==> config.mk <==
export PLATFORM = sky130hd
export DESIGN_NAME = lcd_sync_pattern_gen
export DESIGN_NICKNAME = d
export VERILOG_FILES = /design/src/rtl/lcd_pkg.sv /design/src/rtl/lcd_pattern.sv /design/src/rtl/lcd_sync_pattern_gen.sv
export SDC_FILE = /design/constraint.sdc
export NUM_CORES = 1
export LEC_CHECK = 0
export ABC_AREA = 1
export CAP_MARGIN = 20
export CELL_PAD_IN_SITES_DETAIL_PLACEMENT = 1
export CELL_PAD_IN_SITES_GLOBAL_PLACEMENT = 2
export CORE_MARGIN = 8
export CORE_UTILIZATION = 33
export CTS_BUF_LIST = sky130_fd_sc_hd__clkbuf_16
export CTS_CLUSTER_SIZE = 16
export DETAILED_ROUTE_END_ITERATION = 10
export PLACE_DENSITY_LB_ADDON = 0.1
export SYNTH_ARGS = -nofsm -noshare
export SYNTH_HDL_FRONTEND = slang
export SYNTH_SLANG_ARGS = --single-unit
==> constraint.sdc <==
create_clock -name PixelClk -period 5.9 [get_ports PixelClk]
set_input_delay 0.59 -clock PixelClk [delete_from_list [all_inputs] [get_ports PixelClk]]
set_output_delay 0.59 -clock PixelClk [all_outputs]
set_load 0.03 [all_outputs]
==> src/rtl/lcd_pkg.sv <==
// Shared definitions for the RGB565 LCD timing and pattern generator:
// pattern mode encodings, colour field widths and default 480x272 panel timing.
package lcd_pkg;

  typedef enum logic [1:0] {
    MODE_BARS  = 2'd0,
    MODE_GRAD  = 2'd1,
    MODE_GRID  = 2'd2,
    MODE_SOLID = 2'd3
  } lcd_mode_e;

  localparam int R_W   = 5;
  localparam int G_W   = 6;
  localparam int B_W   = 5;
  localparam int RGB_W = R_W + G_W + B_W;

  typedef struct packed {
    logic [R_W-1:0] r;
    logic [G_W-1:0] g;
    logic [B_W-1:0] b;
  } rgb565_t;

  localparam int DEF_H_ACTIVE = 480;
  localparam int DEF_H_FP     = 50;
  localparam int DEF_H_SYNC   = 4;
  localparam int DEF_H_BP     = 26;
  localparam int DEF_V_ACTIVE = 272;
  localparam int DEF_V_FP     = 20;
  localparam int DEF_V_SYNC   = 2;
  localparam int DEF_V_BP     = 3;
  localparam int DEF_CW       = 11;
  localparam int DEF_BARS     = 8;
  localparam int DEF_GRID     = 16;

endpackage

==> src/rtl/lcd_pattern.sv <==
// Combinational test-pattern colour for one active-area pixel; blanking is
// applied by the caller, so this block only knows about visible coordinates.
module lcd_pattern
  import lcd_pkg::*;
#(
  parameter int H_ACTIVE = DEF_H_ACTIVE,
  parameter int V_ACTIVE = DEF_V_ACTIVE,
  parameter int CW       = DEF_CW,
  parameter int BARS     = DEF_BARS,
  parameter int GRID     = DEF_GRID
) (
  input  logic [CW-1:0] x,
  input  logic [CW-1:0] y,
  input  lcd_mode_e     mode,
  input  rgb565_t       solid,
  output rgb565_t       rgb
);

  localparam int BAR_W = H_ACTIVE / BARS;
  localparam int GW    = CW + 7;

  logic [2:0]    bar_idx;
  logic [GW-1:0] x_ext;
  logic          on_grid;

  always_comb begin
    bar_idx = 3'(x / CW'(BAR_W));
    x_ext   = GW'(x);
    on_grid = ((x % CW'(GRID)) == '0) || ((y % CW'(GRID)) == '0) ||
              (x == CW'(H_ACTIVE - 1)) || (y == CW'(V_ACTIVE - 1));

    rgb = '0;
    case (mode)
      MODE_BARS: begin
        rgb.r = {R_W{bar_idx[2]}};
        rgb.g = {G_W{bar_idx[1]}};
        rgb.b = {B_W{bar_idx[0]}};
      end
      // Grey ramp: red/blue span 0..31 and green 0..63 across the line, truncating.
      MODE_GRAD: begin
        rgb.r = R_W'((x_ext << 5) / GW'(H_ACTIVE));
        rgb.g = G_W'((x_ext << 6) / GW'(H_ACTIVE));
        rgb.b = B_W'((x_ext << 5) / GW'(H_ACTIVE));
      end
      MODE_GRID:  rgb = on_grid ? '1 : '0;
      MODE_SOLID: rgb = solid;
      default:    rgb = '0;
    endcase
  end

endmodule

==> src/rtl/lcd_sync_pattern_gen.sv <==
// Parallel RGB565 panel timing generator: h/v counters, HSYNC/VSYNC/DE decode,
// frame bookkeeping and a single aligned output register stage.
module lcd_sync_pattern_gen
  import lcd_pkg::*;
#(
  parameter int H_ACTIVE = DEF_H_ACTIVE,
  parameter int H_FP     = DEF_H_FP,
  parameter int H_SYNC   = DEF_H_SYNC,
  parameter int H_BP     = DEF_H_BP,
  parameter int V_ACTIVE = DEF_V_ACTIVE,
  parameter int V_FP     = DEF_V_FP,
  parameter int V_SYNC   = DEF_V_SYNC,
  parameter int V_BP     = DEF_V_BP,
  parameter int CW       = DEF_CW,
  parameter int BARS     = DEF_BARS,
  parameter int GRID     = DEF_GRID
) (
  input  logic          PixelClk,
  input  logic          nRST,
  input  logic          en,
  input  logic [1:0]    mode,
  input  logic [15:0]   solid_rgb,
  output logic          LCD_HSYNC,
  output logic          LCD_VSYNC,
  output logic          LCD_DE,
  output logic [4:0]    LCD_R,
  output logic [5:0]    LCD_G,
  output logic [4:0]    LCD_B,
  output logic [CW-1:0] pix_x,
  output logic [CW-1:0] pix_y,
  output logic          frame_sof,
  output logic [7:0]    frame_cnt
);

  localparam int H_TOTAL     = H_SYNC + H_BP + H_ACTIVE + H_FP;
  localparam int V_TOTAL     = V_SYNC + V_BP + V_ACTIVE + V_FP;
  localparam int H_ACT_START = H_SYNC + H_BP;
  localparam int H_ACT_END   = H_ACT_START + H_ACTIVE;
  localparam int V_ACT_START = V_SYNC + V_BP;
  localparam int V_ACT_END   = V_ACT_START + V_ACTIVE;

  logic [CW-1:0] h_cnt_q, h_cnt_d;
  logic [CW-1:0] v_cnt_q, v_cnt_d;
  lcd_mode_e     mode_q, mode_d;
  rgb565_t       colour_q, colour_d;
  logic          hsync_q, hsync_d;
  logic          vsync_q, vsync_d;
  logic          de_q, de_d;
  rgb565_t       rgb_q, rgb_d;
  logic [CW-1:0] pix_x_q, pix_x_d;
  logic [CW-1:0] pix_y_q, pix_y_d;
  logic          sof_q, sof_d;
  logic [7:0]    frame_cnt_q, frame_cnt_d;

  logic          h_last, v_last, at_origin;
  logic          h_active, v_active;
  logic [CW-1:0] act_x, act_y;
  rgb565_t       pattern_rgb;

  lcd_pattern #(
    .H_ACTIVE (H_ACTIVE),
    .V_ACTIVE (V_ACTIVE),
    .CW       (CW),
    .BARS     (BARS),
    .GRID     (GRID)
  ) u_pattern (
    .x     (act_x),
    .y     (act_y),
    .mode  (mode_q),
    .solid (colour_q),
    .rgb   (pattern_rgb)
  );

  always_comb begin
    h_last    = (h_cnt_q == CW'(H_TOTAL - 1));
    v_last    = (v_cnt_q == CW'(V_TOTAL - 1));
    at_origin = (h_cnt_q == '0) && (v_cnt_q == '0);
    h_active  = (h_cnt_q >= CW'(H_ACT_START)) && (h_cnt_q < CW'(H_ACT_END));
    v_active  = (v_cnt_q >= CW'(V_ACT_START)) && (v_cnt_q < CW'(V_ACT_END));
    act_x     = h_cnt_q - CW'(H_ACT_START);
    act_y     = v_cnt_q - CW'(V_ACT_START);

    h_cnt_d     = h_cnt_q;
    v_cnt_d     = v_cnt_q;
    frame_cnt_d = frame_cnt_q;
    if (!en) begin
      h_cnt_d = '0;
      v_cnt_d = '0;
    end else if (h_last) begin
      h_cnt_d = '0;
      v_cnt_d = v_last ? '0 : v_cnt_q + CW'(1);
      if (v_last) frame_cnt_d = frame_cnt_q + 8'd1;
    end else begin
      h_cnt_d = h_cnt_q + CW'(1);
    end

    // Pattern selection only changes at the frame origin so a frame is never torn.
    mode_d   = at_origin ? lcd_mode_e'(mode) : mode_q;
    colour_d = at_origin ? rgb565_t'(solid_rgb) : colour_q;

    hsync_d = !(en && (h_cnt_q < CW'(H_SYNC)));
    vsync_d = !(en && (v_cnt_q < CW'(V_SYNC)));
    de_d    = en && h_active && v_active;
    rgb_d   = de_d ? pattern_rgb : '0;
    pix_x_d = de_d ? act_x : '0;
    pix_y_d = de_d ? act_y : '0;
    sof_d   = de_d && (act_x == '0) && (act_y == '0);
  end

  always_ff @(posedge PixelClk or negedge nRST) begin
    if (!nRST) begin
      h_cnt_q     <= '0;
      v_cnt_q     <= '0;
      mode_q      <= MODE_BARS;
      colour_q    <= '0;
      hsync_q     <= 1'b1;
      vsync_q     <= 1'b1;
      de_q        <= 1'b0;
      rgb_q       <= '0;
      pix_x_q     <= '0;
      pix_y_q     <= '0;
      sof_q       <= 1'b0;
      frame_cnt_q <= '0;
    end else begin
      h_cnt_q     <= h_cnt_d;
      v_cnt_q     <= v_cnt_d;
      mode_q      <= mode_d;
      colour_q    <= colour_d;
      hsync_q     <= hsync_d;
      vsync_q     <= vsync_d;
      de_q        <= de_d;
      rgb_q       <= rgb_d;
      pix_x_q     <= pix_x_d;
      pix_y_q     <= pix_y_d;
      sof_q       <= sof_d;
      frame_cnt_q <= frame_cnt_d;
    end
  end

  assign LCD_HSYNC = hsync_q;
  assign LCD_VSYNC = vsync_q;
  assign LCD_DE    = de_q;
  assign LCD_R     = rgb_q.r;
  assign LCD_G     = rgb_q.g;
  assign LCD_B     = rgb_q.b;
  assign pix_x     = pix_x_q;
  assign pix_y     = pix_y_q;
  assign frame_sof = sof_q;
  assign frame_cnt = frame_cnt_q;

endmodule
# After elaboration in Yosys (flattened, before gate mapping)
# Cells that the tools add are included.
[op_classes]
muxes = 10
shift = 0
n_lt_le_gt_ge = 6
n_addsub = 5
eq_ne = 8
n_bitwise = 0
reduce_logical = 22
div_mod_pow = 3
mul = 0
[ops]
columns = ["op", "count"]
rows = [
  ["two-way mux 11 bit", 7],
  ["zero test 11 bit", 6],
  ["one-hot mux 16 bit (4 select lines)", 1],
  ["== test 11 x 9 -> 1 bit, second input constant", 3],
  ["two-way mux 16 bit", 2],
  ["adder 11 x 1 -> 11 bit, second input constant", 2],
  ["less-than comparator 11 x 9 -> 1 bit, second input constant", 2],
  ["divider 16 x 9 -> 18 bit, second input constant", 1],
  ["divider 17 x 9 -> 18 bit, second input constant", 1],
  ["divider 11 x 6 -> 11 bit, second input constant", 1],
  ["== test 11 x 10 -> 1 bit, second input constant", 1],
  [">= comparator 11 x 3 -> 1 bit, second input constant", 1],
  [">= comparator 11 x 5 -> 1 bit, second input constant", 1],
  ["less-than comparator 11 x 2 -> 1 bit, second input constant", 1],
  ["less-than comparator 11 x 3 -> 1 bit, second input constant", 1],
  ["subtractor 11 x 3 -> 11 bit, second input constant", 1],
  ["subtractor 11 x 5 -> 11 bit, second input constant", 1],
  ["logical AND 1 bit", 9],
  ["adder 8 x 1 -> 8 bit, second input constant", 1],
  ["== test 2 bit, second input constant", 2],
  ["logical OR 1 bit", 3],
  ["AND reduction 3 bit", 1],
  ["== test 2 x 1 -> 1 bit, second input constant", 1],
  ["zero test 1 bit", 2],
  ["other kinds (2)", 2],
]
[totals]
latchBits = 0
output_inout_bits = 50
memories = 0
wordCells = 70
reg_bits = 90
mem_bits_rw = 0
mem_bits_ro = 0

# Longest topological paths before layout
# Gate-level depths: netlist (run 1).
[depth]
depth_word = 8
depth_mapped = 45
depth_no_buf = 45

# Modules after synthesis
# Synthesis (run 1) repeated with hierarchy kept, for this count alone.
[unflattened]
hier_cells = 708
area_unflattened_um2 = 5267.6
[by_module_without_submodules]
columns = ["module", "seq_area_each_um2", "area_per_inst_um2", "cells_per_inst", "instances"]
rows = [
  ["lcd_sync_pattern_gen", 2254.7, 4200.3, 495, 1],
  ["lcd_pattern", 0.0, 1067.3, 213, 1],
]

# Worst setup path before layout (run 1)
# OpenSTA, ideal clock, no wires.
[synth_path]
kind = "register to register"
startpoint = "register h_cnt_q[0]"
endpoint = "register rgb_q, in the netlist LCD_B[0]"
t_arrival_ps = 4232
slack_ps = 1525
path_stages_with_launch = 39
setup_ps = 143
cell_sequence = "dfrtp_1 inv_1 ha_1 nor2_1 clkinv_1 nor2_1 nand4_1 nand2_1 inv_1 nand2_1 nor2_1 nand2_2 nand3_4 nand2_1 nand2_2 nor2_4 nand2_4 nand2_4 (+3 left out) nand2_4 nand3_4 nand2_2 nand2_4 nor2_8 nand2_4 nand2_4 nand3_1 nand2_1 nand2_2 nand3_1 nand3_2 nand2_1 nand2_1 nor2_1 nand3_1 nand2_1 a21oi_1"
[synth_rtl]
columns = ["element", "line_no", "rtl"]
rows = [
  ["start: declaration", "lcd_sync_pattern_gen.sv:42", "logic [CW-1:0] h_cnt_q, h_cnt_d;"],
  ["start signal: assignment", "lcd_sync_pattern_gen.sv:125", "h_cnt_q <= h_cnt_d;"],
  ["end signal: assignment", "lcd_sync_pattern_gen.sv:132", "rgb_q <= rgb_d;"],
  ["end: declaration", "lcd_sync_pattern_gen.sv:49", "rgb565_t rgb_q, rgb_d;"],
]

==> results of run 1 <==
[flip-flops by register name (all words and copies together) (netlist names)]
| register | count |
|---|---|
| v_cnt_q | 11 |
| frame_cnt | 8 |
| LCD_VSYNC | 1 |
| pix_x | 11 |
| LCD_DE | 1 |
| h_cnt_q | 11 |
| mode_q | 2 |
| frame_sof | 1 |
| LCD_R | 5 |
| LCD_HSYNC | 1 |
| LCD_B | 5 |
| LCD_G | 6 |
| pix_y | 11 |
| colour_q | 16 |
[area by class of cell]
class	instances	area [um2]
Fill cell	2229	10700
Multi-Input combinational cell	595	3430
Sequential cell	90	2260
Timing Repair Buffer	74	728
Inverter	95	367
Tap cell	229	287
Clock buffer	9	225
Clock inverter	7	60.1
[layout by cell type, fill, tap and decap left out, drive strengths merged, types with 2 or more instances in the layout]
cell type	n
a21oi	38
a221oi	5
mux2	19
o22ai	6
xor2	22
and2	3
nand2	205
xnor2	8
buf	5
nor2	119
ha	13
clkbuf	9
o32ai	2
dfrtp	88
inv	96
dfstp	2
clkinvlp	2
nand3	61
nand4	31
clkdlybuf4s50	69
o21ai	31
o31ai	2
clkinv	4
nor4	7
nor3	18
[stage by stage]
stage | power [mW] | setup slack (ns) | utilization | setup TNS, ns
2_1_floorplan | 0.846 | 1.53 | - | 0
3_3_place_gp | 0.929 | -0.0101 | 0.389 | -0.0138
3_5_place_dp | 0.935 | -0.0139 | 0.389 | -0.0208
4_1_cts | 1.52 | 0.110 | 0.404 | 0
5_1_grt | 1.57 | -0.00678 | 0.406 | -0.00678
6_report | 1.50 | 0.603 | 0.406 | 0
[per-layer routing]
| layer | track usage | wire (um) | vias to the layer above |
|---|---|---|---|
| li1 | - | - | 2750 |
| met1 | 0.211 | 8820 | 2757 |
| met2 | 0.325 | 10500 | 47 |
| met3 | 0.0281 | 470 | 12 |
| met4 | 0.0409 | 239 | 0 |
| met5 | 0 | 0 | - |
[cell usage after synthesis, types with 8 or more instances]
cell	n
a21oi_1	37
dfrtp_1	88
ha_1	13
inv_1	84
mux2_2	19
nand2_1	160
nand2_2	32
nand2_4	13
nand3_1	47
nand3_2	10
nand4_1	30
nor2_1	101
nor2_2	9
nor3_1	18
o21ai_0	27
xnor2_1	8
xor2_1	22
[worst max-delay path by stage]
stage | from | endpoint | slack, ns | cells past startpoint
final | h_cnt_q[0] | LCD_B[0] | 0.60 | 38
after global routing | h_cnt_q[0] | LCD_B[0] | -0.007 | 38
after CTS | h_cnt_q[0] | LCD_B[0] | 0.11 | 38
after detailed placement | h_cnt_q[0] | LCD_B[0] | -0.01 | 38
after global placement | h_cnt_q[0] | LCD_R[0] | -0.01 | 38
after floorplan | h_cnt_q[0] | LCD_B[0] | 1.53 | 38
[repair_timing]
| action | in CTS | in global routing |
|---|---|---|
| setup endpoints to repair | 2 | 4 |
| resized for setup | 1 | 5 |
| setup buffers | 0 | 3 |
| hold endpoints to repair | 0 | 0 |
| pin swaps | 0 | 0 |
[cell families (layout without fill, tap and decap cells)]
| kind of cell | Yosys count | after routing | share of synthesized area |
|---|---|---|---|
| AO/OA/AOI/OAI | 88 | 88 | 0.0823 |
| XOR/XNOR | 30 | 30 | 0.0430 |
| adder cells (fa/ha/maj) | 13 | 13 | 0.0266 |
| buffers and inverters | 107 | 185 | 0.0713 |
| flip-flops | 90 | 90 | 0.369 |
| multiplexers | 19 | 19 | 0.0350 |
| AND/OR/NAND/NOR | 445 | 445 | 0.373 |
[power by group through the flow]
stage	sequential [mW]	combinational [mW]	clock, mW
2_1_floorplan	0.676	0.170	0
6_report	0.673	0.248	0.580
5_1_grt	0.679	0.279	0.616
3_5_place_dp	0.686	0.249	0
4_1_cts	0.673	0.250	0.595
3_3_place_gp	0.684	0.245	0
==> run_results.csv, run 1 <==
group,metric,value,unit
worst_setup_path,r2r_slack,0.60,ns
global_routing,grt_usage,0.177,
route,ant_nets,0,
synth,syn_nets,826,
worst_setup_path,r2r_cells,38,
worst_setup_path,r2r-end,"LCD_B[0]",
timing,slew_viol_final,0,
power_and_ir_drop,p_leak,3.60,nW
worst_setup_path,crit_required,6.10,ns
global_routing,grt_pass1_vias,6134,
power_and_ir_drop,power.internal,1.04,mW
clock_tree,path_clk_slew,0.08,ns
run_status,status,"finished clean",
clock_tree,cts.path.max_buffers,2,
worst_setup_path,max_stage_delay,0.61,ns
synth,ys.flop_type,"dfrtp_1",
timing,hold_viol,0,
route,routed_wl,20.1,mm
synth,synth_top_area_share,0.360,
worst_setup_path,critPathArrivalTime,5.50,ns
worst_setup_path,crit_top_cell,"nand2_1",
worst_setup_path,worst_path_max_delay_cell,"dfrtp_1",
floorplanning,num_rows,49,
run,drv_cap,0,
synth,yosys.area.top_type,"dfrtp_1",
timing,worst_slew_pin_slew,0.999,ns
timing,finalSetupViolations,0,
synth,postSynthCellCount,792,
clock_tree,cts_tree,"built",
place,placed_area,7030,um2
clock_tree,cts_buffers,9,
worst_setup_path,crit_family,"simple AND/OR/NAND/NOR gates",
route,initialDrtViolationCount,212,
final_layout,antenna_cells,0,
worst_setup_path,critPathBufInv,3,
power_and_ir_drop,pwr-share-clk,0.386,
worst_setup_path,crit-reg2reg-launch,"h_cnt_q[0]",
route,vias,5566,
clock_tree,cts_root_buf,"clkbuf_16",
floorplanning,ios,71,
timing,fin_skew,0.00838,ns
synth,yosysWarnings,0,
floorplanning,die_y,152,um
final_layout,flow.area_growth_from_synthesis,20.3,%
route,drc,0,
clock_tree,cts_hold_buf,0,
clock_tree,htreeDepth,3,
power_and_ir_drop,p_sw,0.465,mW
global_routing,grt_max_degree,76,
synth,ys_ff_latch,90,
synth,synthTopCellsByArea,"dfrtp_1 36%, nand2_1 9.8%, nor2_1 6.2%",
clock_tree,cts.sinks,90,
global_routing,antenna_found_initial,0,
worst_setup_path,critPathMaxFanout,9,
floorplanning,core,18100,um2
timing,hold_ws,0.0952,ns
place,dp.cells,1080,
place,portBuffers,70,
synth,synth_edf_count,0,
timing,period_minus_slack,5.30,ns
timing,max_slew_margin,0.334,
synth,synthArstFlopShare,1.00,
route,drt-vias-per-instance,5.06,
worst_setup_path,worstSetupPathType,"flip-flop to flip-flop",
worst_setup_path,cp-start-kind,"flip-flop",
timing,period_share,0.898,
synth,synth.distinct_cells,46,
global_routing,grt-ovfl-total,0,
power_and_ir_drop,peakVddDrop,0.195,mV
final_layout,layout.cells.non_filler,1099,
worst_setup_path,setup.worst_path.end_class,"flip-flop",
floorplanning,start_util,0.338,
hold_path,hold_class,"input port to asynchronous set/reset pin",
final_layout,layout-drive-gt1-share,0.157,
route,avgRoutedWirePerCell,18.3,um
synth,avgSynthCellArea,7.72,um2
floorplanning,die_area,23100,um2
place,dp_hpwl,15.9,mm
floorplanning,die_x,152,um
timing,maxClockFrequency,189,MHz
power_and_ir_drop,swShare,0.310,
power_and_ir_drop,p_per_area,204,nW/um2
route,dr.pass1.iters,4,
synth,ys_seq_area_frac,0.369,
synth,syn-cell-area,6110,um2
clock_tree,clock_latency,0.36,ns
power_and_ir_drop,power_frac_seq,0.448,
place,routabilityCongestion,0.899,
final_layout,nNetsFinal,899,
power_and_ir_drop,comb_power_share,0.165,
global_routing,grt_pass1_wl,33.3,mm
final_layout,fin_area,7350,um2
No activity file was read; power rests on OpenSTA's default activity.
==> run 2, diff against run 1 <==
--- a/config.mk
+++ b/config.mk
@@ -12,6 +12,7 @@
 export CORE_MARGIN = 8
 export CORE_UTILIZATION = 33
 export CTS_BUF_LIST = sky130_fd_sc_hd__clkbuf_16
+export CTS_CLUSTER_DIAMETER = 50
 export CTS_CLUSTER_SIZE = 16
 export DETAILED_ROUTE_END_ITERATION = 10
 export PLACE_DENSITY_LB_ADDON = 0.1
==> results of run 2 <==
Same layout as run 1: the final DEF is identical, and so are final timing and power.
